[src/rtl/fifo_arb_pkg.sv]
// fifo_arb_pkg: shared types and helpers for the FIFO read-side arbiter.
//   state_e  - arbiter FSM states
//   port_w   - index width for n items, never less than one bit
//   rr_pick  - loop formulation of the round-robin choice (up to MaxPorts ports)
package fifo_arb_pkg;

    localparam int unsigned MaxPorts = 16;

    typedef enum logic {
        IDLE  = 1'b0,
        SERVE = 1'b1
    } state_e;

    function automatic int unsigned port_w(input int unsigned n);
        return (n <= 2) ? 32'd1 : unsigned'($clog2(n));
    endfunction

    // Winner is the first requester found walking upward from last+1, wrapping at n.
    function automatic logic [3:0] rr_pick(input logic [MaxPorts-1:0] req,
                                           input logic [3:0]          last,
                                           input int unsigned         n);
        int unsigned p;
        rr_pick = last;
        // Walk from farthest to nearest so the nearest requester is written last.
        for (int unsigned k = n; k >= 1; k--) begin
            p = (32'(last) + k) % n;
            if (req[p]) rr_pick = 4'(p);
        end
    endfunction

endpackage

[src/rtl/fifo_rr_pick.sv]
// fifo_rr_pick: combinational round-robin winner selection.
//   req_i   - request vector, one bit per port
//   last_i  - index of the most recently granted port
//   idx_o   - winning port index (valid when found_o)
//   found_o - at least one port is requesting
module fifo_rr_pick
    import fifo_arb_pkg::*;
#(
    parameter int unsigned NUM_PORTS = 4,
    parameter int unsigned PORT_W    = port_w(NUM_PORTS)
) (
    input  logic [NUM_PORTS-1:0] req_i,
    input  logic [PORT_W-1:0]    last_i,
    output logic [PORT_W-1:0]    idx_o,
    output logic                 found_o
);

    logic [2*NUM_PORTS-1:0] req_dbl;
    logic [NUM_PORTS-1:0]   req_rot;
    int unsigned            start;
    logic                   hit;

    always_comb begin
        start   = (32'(last_i) + 32'd1) % NUM_PORTS;
        // Rotate so the highest-priority port lands on bit 0.
        req_dbl = {req_i, req_i} >> start;
        req_rot = req_dbl[NUM_PORTS-1:0];
        hit     = 1'b0;
        idx_o   = '0;
        for (int unsigned i = 0; i < NUM_PORTS; i++) begin
            if (req_rot[i] && !hit) begin
                hit   = 1'b1;
                idx_o = PORT_W'((i + start) % NUM_PORTS);
            end
        end
        found_o = hit;
    end

endmodule

[src/rtl/fifo_rd_arbiter.sv]
// fifo_rd_arbiter: round-robin read scheduler draining several FIFOs into one
// registered valid/ready stream, with a bounded burst per grant.
//   rd_clk, rst   - FIFO read clock; asynchronous active-high reset
//   fifo_empty    - per-FIFO empty flags
//   fifo_data_rd  - per-FIFO combinational read data, port i at [i*DATA_WIDTH +: DATA_WIDTH]
//   fifo_rd_en    - per-FIFO pop strobe, at most one high
//   port_enable   - per-port service enable
//   out_data/out_port/out_valid/out_ready - output stream tagged with source port
//   grant         - one-hot current grant, zero when idle
//   busy          - high while serving a grant
module fifo_rd_arbiter
    import fifo_arb_pkg::*;
#(
    parameter  int unsigned NUM_PORTS  = 4,
    parameter  int unsigned DATA_WIDTH = 8,
    parameter  int unsigned BURST_MAX  = 4,
    localparam int unsigned PORT_W     = port_w(NUM_PORTS)
) (
    input  logic                            rd_clk,
    input  logic                            rst,
    input  logic [NUM_PORTS-1:0]            fifo_empty,
    input  logic [NUM_PORTS*DATA_WIDTH-1:0] fifo_data_rd,
    output logic [NUM_PORTS-1:0]            fifo_rd_en,
    input  logic [NUM_PORTS-1:0]            port_enable,
    output logic [DATA_WIDTH-1:0]           out_data,
    output logic [PORT_W-1:0]               out_port,
    output logic                            out_valid,
    input  logic                            out_ready,
    output logic [NUM_PORTS-1:0]            grant,
    output logic                            busy
);

    localparam int unsigned       CNT_W     = port_w(BURST_MAX);
    localparam logic [CNT_W-1:0]  BurstLast = CNT_W'(BURST_MAX - 1);
    localparam logic [PORT_W-1:0] LastInit  = PORT_W'(NUM_PORTS - 1);

    state_e                  state_q, state_d;
    logic [PORT_W-1:0]       grant_idx_q, grant_idx_d;
    logic [PORT_W-1:0]       last_q, last_d;
    logic [CNT_W-1:0]        burst_q, burst_d;
    logic [DATA_WIDTH-1:0]   out_data_q;
    logic [PORT_W-1:0]       out_port_q;
    logic                    out_valid_q;

    logic [NUM_PORTS-1:0]    req;
    logic                    can_load;
    logic                    req_g;
    logic                    pop;
    logic [PORT_W-1:0]       pick_idx;
    logic                    pick_found;

    assign req      = port_enable & ~fifo_empty;
    assign can_load = !out_valid_q || out_ready;
    assign req_g    = req[grant_idx_q];
    assign pop      = (state_q == SERVE) && req_g && can_load;

    fifo_rr_pick #(
        .NUM_PORTS (NUM_PORTS),
        .PORT_W    (PORT_W)
    ) u_pick (
        .req_i   (req),
        .last_i  (last_q),
        .idx_o   (pick_idx),
        .found_o (pick_found)
    );

    always_comb begin
        state_d     = state_q;
        grant_idx_d = grant_idx_q;
        last_d      = last_q;
        burst_d     = burst_q;
        unique case (state_q)
            IDLE: begin
                if (pick_found) begin
                    grant_idx_d = pick_idx;
                    last_d      = pick_idx;
                    burst_d     = '0;
                    state_d     = SERVE;
                end
            end
            SERVE: begin
                if (pop) begin
                    // Hold the counter on the final beat so it never reaches BURST_MAX.
                    if (burst_q == BurstLast) begin
                        state_d = IDLE;
                    end else begin
                        burst_d = burst_q + 1'b1;
                    end
                end else if (!req_g) begin
                    state_d = IDLE;
                end
            end
            default: state_d = IDLE;
        endcase
    end

    always_ff @(posedge rd_clk or posedge rst) begin
        if (rst) begin
            state_q     <= IDLE;
            grant_idx_q <= '0;
            last_q      <= LastInit;
            burst_q     <= '0;
        end else begin
            state_q     <= state_d;
            grant_idx_q <= grant_idx_d;
            last_q      <= last_d;
            burst_q     <= burst_d;
        end
    end

    // A pop refills the slot even when the consumer takes the old beat this cycle.
    always_ff @(posedge rd_clk or posedge rst) begin
        if (rst) begin
            out_data_q  <= '0;
            out_port_q  <= '0;
            out_valid_q <= 1'b0;
        end else if (pop) begin
            out_data_q  <= fifo_data_rd[grant_idx_q*DATA_WIDTH +: DATA_WIDTH];
            out_port_q  <= grant_idx_q;
            out_valid_q <= 1'b1;
        end else if (out_ready) begin
            out_valid_q <= 1'b0;
        end
    end

    always_comb begin
        fifo_rd_en              = '0;
        fifo_rd_en[grant_idx_q] = pop;
    end

    always_comb begin
        grant = '0;
        if (state_q == SERVE) grant[grant_idx_q] = 1'b1;
    end

    assign busy      = (state_q == SERVE);
    assign out_data  = out_data_q;
    assign out_port  = out_port_q;
    assign out_valid = out_valid_q;

endmodule

[config.mk]
export PLATFORM = sky130hd
export DESIGN_NAME = fifo_rd_arbiter
export DESIGN_NICKNAME = d
export VERILOG_FILES = /design/src/rtl/fifo_arb_pkg.sv /design/src/rtl/fifo_rr_pick.sv /design/src/rtl/fifo_rd_arbiter.sv
export SDC_FILE = /design/constraint.sdc
export NUM_CORES = 1
export LEC_CHECK = 0
export CAP_MARGIN = 0
export CORE_UTILIZATION = 44
export CTS_CLUSTER_SIZE = 10
export DETAILED_ROUTE_END_ITERATION = 8
export PLACE_DENSITY = 0.86
export SETUP_SLACK_MARGIN = 0.2
export SLEW_MARGIN = 20
export SYNTH_ARGS = -nofsm -noshare
export SYNTH_HDL_FRONTEND = slang
export SYNTH_SLANG_ARGS = --single-unit
export TNS_END_PERCENT = 5
[constraint.sdc]
create_clock -name rd_clk -period 3.62 [get_ports rd_clk]
set_clock_uncertainty 0.1 [all_clocks]
set_input_delay 0.362 -clock rd_clk [delete_from_list [all_inputs] [get_ports rd_clk]]
set_output_delay 0.362 -clock rd_clk [all_outputs]
set_load 0.02 [all_outputs]
## Yosys cells after proc, flatten, opt, wreduce, memory -nomap -nowiden

Index checks and enable logic that the tools add are counted.

| word-level totals | value |
|---|---|
| bits in registers | 18 |
| input port bits | 43 |
| output and inout port bits | 20 |

| cells by class | value |
|---|---|
| add/sub/neg operators | 5 |
| magnitude comparators | 2 |
| equality and inequality tests | 4 |
| shifts and indexed selects | 2 |
| multiplexer cells | 24 |
| bitwise gates (word level) | 4 |
| reductions and logical operators | 14 |

Operator list:

| operator | number |
|---|---|
| variable part select 32 x 6 -> 8 bit | 1 |
| 2-to-1 mux 2 bit | 7 |
| 2-to-1 mux 1 bit | 12 |
| AND 4 bit | 2 |
| right shift 8 x 2 -> 4 bit | 1 |
| logical AND 1 bit | 6 |
| adder 2 x 1 -> 2 bit, second input constant | 2 |
| adder 2 bit, first input constant | 2 |
| logical NOT 1 bit | 4 |
| 2-to-1 mux 4 bit | 1 |
| inequality test 2 bit, second input constant | 2 |
| inverter 4 bit | 1 |
| case mux 2 bit (2 select lines) | 1 |
| less-than comparator 2 x 3 -> 1 bit, second input constant | 1 |
| AND reduction 3 bit | 1 |
| adder 1 x 2 -> 2 bit, first input constant | 1 |
| binary-select mux 1 bit (select 2 bit) | 1 |
| demux 1 bit (select 2 bit) | 1 |
| equality test 2 bit, second input constant | 1 |
| >= comparator 2 x 1 -> 1 bit, second input constant | 1 |
| inequality test 2 x 1 -> 1 bit, second input constant | 1 |
| case mux 1 bit (2 select lines) | 1 |
| AND reduction 2 bit | 1 |
| nonzero test 2 bit | 1 |
| 2 further kinds | 2 |

## Depth between registers and ports, before layout

| depth | value |
|---|---|
| word-level depth | 15 |
| mapped depth | 6 |

## Modules after synthesis

A second synthesis with hierarchy kept.

| second synthesis, totals | value |
|---|---|
| cell total of the unflattened synthesis | 101 |
| area total of the unflattened synthesis | 1151.1 sq um |

Modules (own cells, without submodules):

| module | times used | cells an instance | area each (sq um) |
|---|---|---|---|
| fifo_rd_arbiter | 1 | 87 | 1069.8 |
| fifo_rr_pick | 1 | 14 | 81.3 |

## Worst setup path before layout

No wires, ideal clock.

| timing | value |
|---|---|
| path kind | register -> output |
| start point | register grant_idx_q[0] |
| end point | output port fifo_rd_en[1] |
| arrival | 1.754 ns |
| slack | 1.404 ns |
| stages on the path, launching flop included | 5 |
| cell sequence | dfrtp_1 > buf_4 > nor4b_4 > o41ai_4 > nor4b_1 |

| between the ends | value |
|---|---|
| word-level cells in the longest chain between the ends | 5 |

Ends and longest elaborated chain:

| item | line | RTL |
|---|---|---|
| start: declaration | fifo_rd_arbiter.sv:38 | `logic [PORT_W-1:0] grant_idx_q, grant_idx_d;` |
| start signal: assignment | fifo_rd_arbiter.sv:105 | `grant_idx_q <= grant_idx_d;` |
| less-than comparator 2 x 3 -> 1 bit (implied by the code), or another cell as far along | fifo_rd_arbiter.sv:128 | `fifo_rd_en[grant_idx_q] = pop;` |
| logical AND 1 bit (implied by the code) or 2-to-1 mux 1 bit (tied branches) | fifo_rd_arbiter.sv:128, fifo_rd_arbiter.sv:54 |  |
| 2-to-1 mux 1 bit (implied by the code) or logical AND 1 bit (tied branches) | fifo_rd_arbiter.sv:128, fifo_rd_arbiter.sv:55 |  |
| demux 1 bit (select 2 bit) or logical AND 1 bit (tied branches) | fifo_rd_arbiter.sv:128, fifo_rd_arbiter.sv:55 |  |
| AND 4 bit (no source line) (*) | n/a |  |
| end: declaration | fifo_rd_arbiter.sv:23 | `output logic [NUM_PORTS-1:0] fifo_rd_en,` |

Mark *: on every way between the ends. The rest lies on a longest branch, timed or not. The select of a mux whose other input is x is not followed.

## Worst setup path in the final report

| timing | value |
|---|---|
| start point | register grant_idx_q[0] |
| end point | output port fifo_rd_en[3] |

Same word-level chain as after synthesis.

==> results_dict.tcl <==
set metrics [dict create \
    layout-drive-gt1-share_pct 18.4 \
    synth.distinct_cells 42 \
    syn2layout_area_growth_pct 52.3 \
    arrival_time_at_the_worst_endpoint_ns 2.49 \
    postCtsSetupRepairBufs 0 \
    timing.final.setup_violations 0 \
    floorplan.initialDensity_pct 46.6 \
    cp_data_required_time_ns 3.16 \
    crit_chain "and4bb_1 > o41ai_4 > nor2_2 > and3_1 > clkdlybuf4s50_1" \
    most_used_dff_post_synth "sky130_fd_sc_hd__dfrtp_1" \
    synth_compound_area_share_pct 10.7 \
    cts_sinks 18 \
    ys_seq_elements 18 \
    portBuffers 62 \
    clockRootBuffer "sky130_fd_sc_hd__clkbuf_4" \
    post_synth_inst_count 101 \
    numCtsBuffers 3 \
    total_via_count_in_the_routed_design 1121 \
    crit_path_top_delay_cell "sky130_fd_sc_hd__dfrtp_1" \
    synth.top_cell.area_share_pct 30.9 \
    first_global_vias 1250 \
    instances_no_fill 194 \
    synth.area.top_cells "sky130_fd_sc_hd__dfrtp_1 (31%), sky130_fd_sc_hd__mux2_4 (12%), sky130_fd_sc_hd__mux4_1 (8.1%)" \
    final_antenna_net_count 0 \
    status "finished, final reports clean" \
    placement_rows 19 \
    unrepaired_setup_endpoints_after_global_routing "no" \
    cts_buffer_depth 2 \
    synthAdderAreaFrac_pct 0.964 \
    static-leakage-power_nw 0.826 \
    maxClockFrequency_mhz 339 \
    count_of_warnings_emitted_by_yosys 0 \
    post_cts_resized 0 \
    p_per_area_mw_per_mm2 708 \
    syn_area_per_cell_um2 12.8 \
    chipWidth_um 56.3 \
    wl_um 3060 \
    fp.dieArea_mm2 0.00317 \
    timing.critical_path.to_type "output pin" \
    coreArea_mm2 0.00278 \
    slew_viol_final 0 \
    placed_cells_incl_taps 190 \
    synth_simple_gate_area_share_pct 21.0 \
    clk_pin_slew_ns 0.10 \
    synth-xor-area-share_pct 0 \
    firstDrtPassIters 4 \
    fillerInstances 197 \
    max_capacitance_violation_count 0 \
    chipHeight_um 56.3 \
    placedInstanceArea_mm2 0.00194 \
    startpoint_type "flip-flop" \
    tightest_slew_ns 0.616 \
    critPathMaxStageDelay_ns 0.60 \
    total_non_filler_cell_area_in_the_finished_layout_mm2 0.00198 \
    overflow 0 \
    final_hold_viol_count 0 \
    grt_usage_pct 21.7 \
    cts-htree-levels 1 \
    antenna_violations_before_repair 0 \
    synth_fp_nets 145 \
    ios 63 \
    setup_ws_ns 0.672 \
    timing.max_slew.rel_slack_pct 58.4 \
    design.final.nets 208 \
    asyncSetResetFlopFracSynth_pct 100 \
    final_period_minus_worst_setup_slack_ns 2.95 \
    hpwlAfterDp_um 2460 \
    total_negative_setup_slack_ns 0 \
    preCtsSetupSlack_ns 0.721 \
    drt_iter0_markers 40 \
    total_of_hold_buffers_inserted_after_clock_tree_synthesis 0 \
    edff_count_synth 0 \
    maximum_number_of_pins_on_one_net_before_global_route_repair 19 \
    tritoncts "done" \
    synth.yosys.seq_area_share_pct 34.9 \
    place.gp.congestion 0.870 \
    timing.setup.critical_path_class "flip-flop to output pin" \
    detail_route.vias_per_cell 5.78 \
    grt_first_pass_wirelength_um 5290 \
    irDropWorstVdd_mv 0.484 \
    antenna_diodes 0 \
    combinational_family_with_the_most_area_after_synthesis "multiplexers" \
    type_of_the_worst_min_delay_path "input port to asynchronous set/reset pin" \
    post-route-drc-count 0 \
    detail_route.wl_per_cell_um 15.8 \
    worstSkewPairLatency_ns 0.29 \
    synth.mux.area_fraction_pct 29.0 \
    synth_largest_area_cell "sky130_fd_sc_hd__dfrtp_1" \
    crit_path_max_fanout 9 \
    final_min_period_over_clock_period_pct 81.4 \
    syn_area_mm2 0.00130 \
]
## area by class of cell
type                    count  area [um2]  area share, %
clock buffers               4        36.3           1.84
inverters                   1        3.75          0.190
multi-input cells          75         801           40.5
flip-flops and latches     18         453           22.9
well taps                  31        38.8           1.96
repair buffers             65         643           32.6
## per-stage QoR
| stage | total power, mW | hold slack, ns | utilization, % |
|---|---|---|---|
| final | 1.40 | 0.331 | 71.0 |
| after global routing | 1.49 | 0.389 | 71.0 |
| after CTS | 1.41 | 0.354 | 71.0 |
| after detailed placement | 1.28 | 0.394 | 69.7 |
| after global placement | 1.25 | 0.367 | 69.7 |
| after floorplan | 0.969 | 0.199 | - |
## cells by family after synthesis
group | after synthesis
buf+inv | 8
fa+ha+maj | 1
compound gates | 17
simple gates | 36
mux | 21
flops | 18
## state kept, by name (all words and copies together) (netlist names)
| signal | count |
|---|---|
| burst_q | 2 |
| out_port | 2 |
| out_valid | 1 |
| out_data | 8 |
| last_q | 2 |
| busy | 1 |
| grant_idx_q | 2 |
## final timing paths
check,start,to,slack (ns),cells after the start
max in group asynchronous,rst,out_data[4],2.68,2
max reg2reg,grant_idx_q[0],out_data[2],1.43,5
min in group rd_clk,burst_q[0],burst_q[0],0.40,1
min reg2reg,burst_q[0],burst_q[0],0.40,1
min,rst,out_valid,0.33,2
max,grant_idx_q[0],fifo_rd_en[3],0.67,5
## routing by layer
metal | GRT usage, % | part of all wire, % | wire length (um) | vias up
met1 | 24.9 | 39 | 1210 | 537
li1 | - | - | - | 519
met2 | 39.1 | 50 | 1540 | 60
met4 | 7.32 | 1.4 | 44 | 0
met5 | 0 | 0 | 0 | -
met3 | 5.76 | 8.7 | 267 | 5
## critical path: cells and delay by family (launching register included)
kind	cells	cell delay, ns
buf+inv	1	0.55
simple gates	3	0.52
flops	1	0.60
compound gates	1	0.52
## Yosys cell counts (2+ instances only)
cell / count
sky130_fd_sc_hd__nor4b_1: 2
sky130_fd_sc_hd__nand3_1: 2
sky130_fd_sc_hd__mux4_1: 4
sky130_fd_sc_hd__a21oi_1: 4
sky130_fd_sc_hd__nor3b_1: 3
sky130_fd_sc_hd__a211oi_1: 2
sky130_fd_sc_hd__dfrtp_1: 16
sky130_fd_sc_hd__o21a_1: 2
sky130_fd_sc_hd__clkbuf_1: 3
sky130_fd_sc_hd__and3_1: 2
sky130_fd_sc_hd__mux2_4: 10
sky130_fd_sc_hd__and3b_1: 3
sky130_fd_sc_hd__and4bb_1: 2
sky130_fd_sc_hd__dfstp_2: 2
sky130_fd_sc_hd__mux2i_1: 2
sky130_fd_sc_hd__mux4_2: 4
sky130_fd_sc_hd__buf_2: 2
sky130_fd_sc_hd__nor2b_1: 4
sky130_fd_sc_hd__nand2_1: 2
sky130_fd_sc_hd__o21bai_1: 2
sky130_fd_sc_hd__nand2b_1: 7
## cell usage in the layout (no fill, tap or decap), types with 3 or more instances in the layout
master,Yosys,final
sky130_fd_sc_hd__buf_4,1,3
sky130_fd_sc_hd__nand2b_1,7,7
sky130_fd_sc_hd__mux4_1,4,4
sky130_fd_sc_hd__a21oi_1,4,4
sky130_fd_sc_hd__and3b_1,3,3
sky130_fd_sc_hd__mux4_2,4,4
sky130_fd_sc_hd__mux2_4,10,10
sky130_fd_sc_hd__nor3b_1,3,3
sky130_fd_sc_hd__dfrtp_1,16,16
sky130_fd_sc_hd__clkdlybuf4s50_1,0,62
sky130_fd_sc_hd__nor2b_1,4,4
sky130_fd_sc_hd__clkbuf_4,0,3
## power breakdown
group | switching (mW) | leakage, nW | internal (mW) | total (mW)
logic | 0.349 | 0.590 | 0.493 | 0.842
clock network | 0.0594 | 0.0210 | 0.0613 | 0.121
registers | 0.123 | 0.214 | 0.312 | 0.436
total | 0.532 | 0.826 | 0.866 | 1.40
Note: power is estimated with default switching activity, not from simulation.
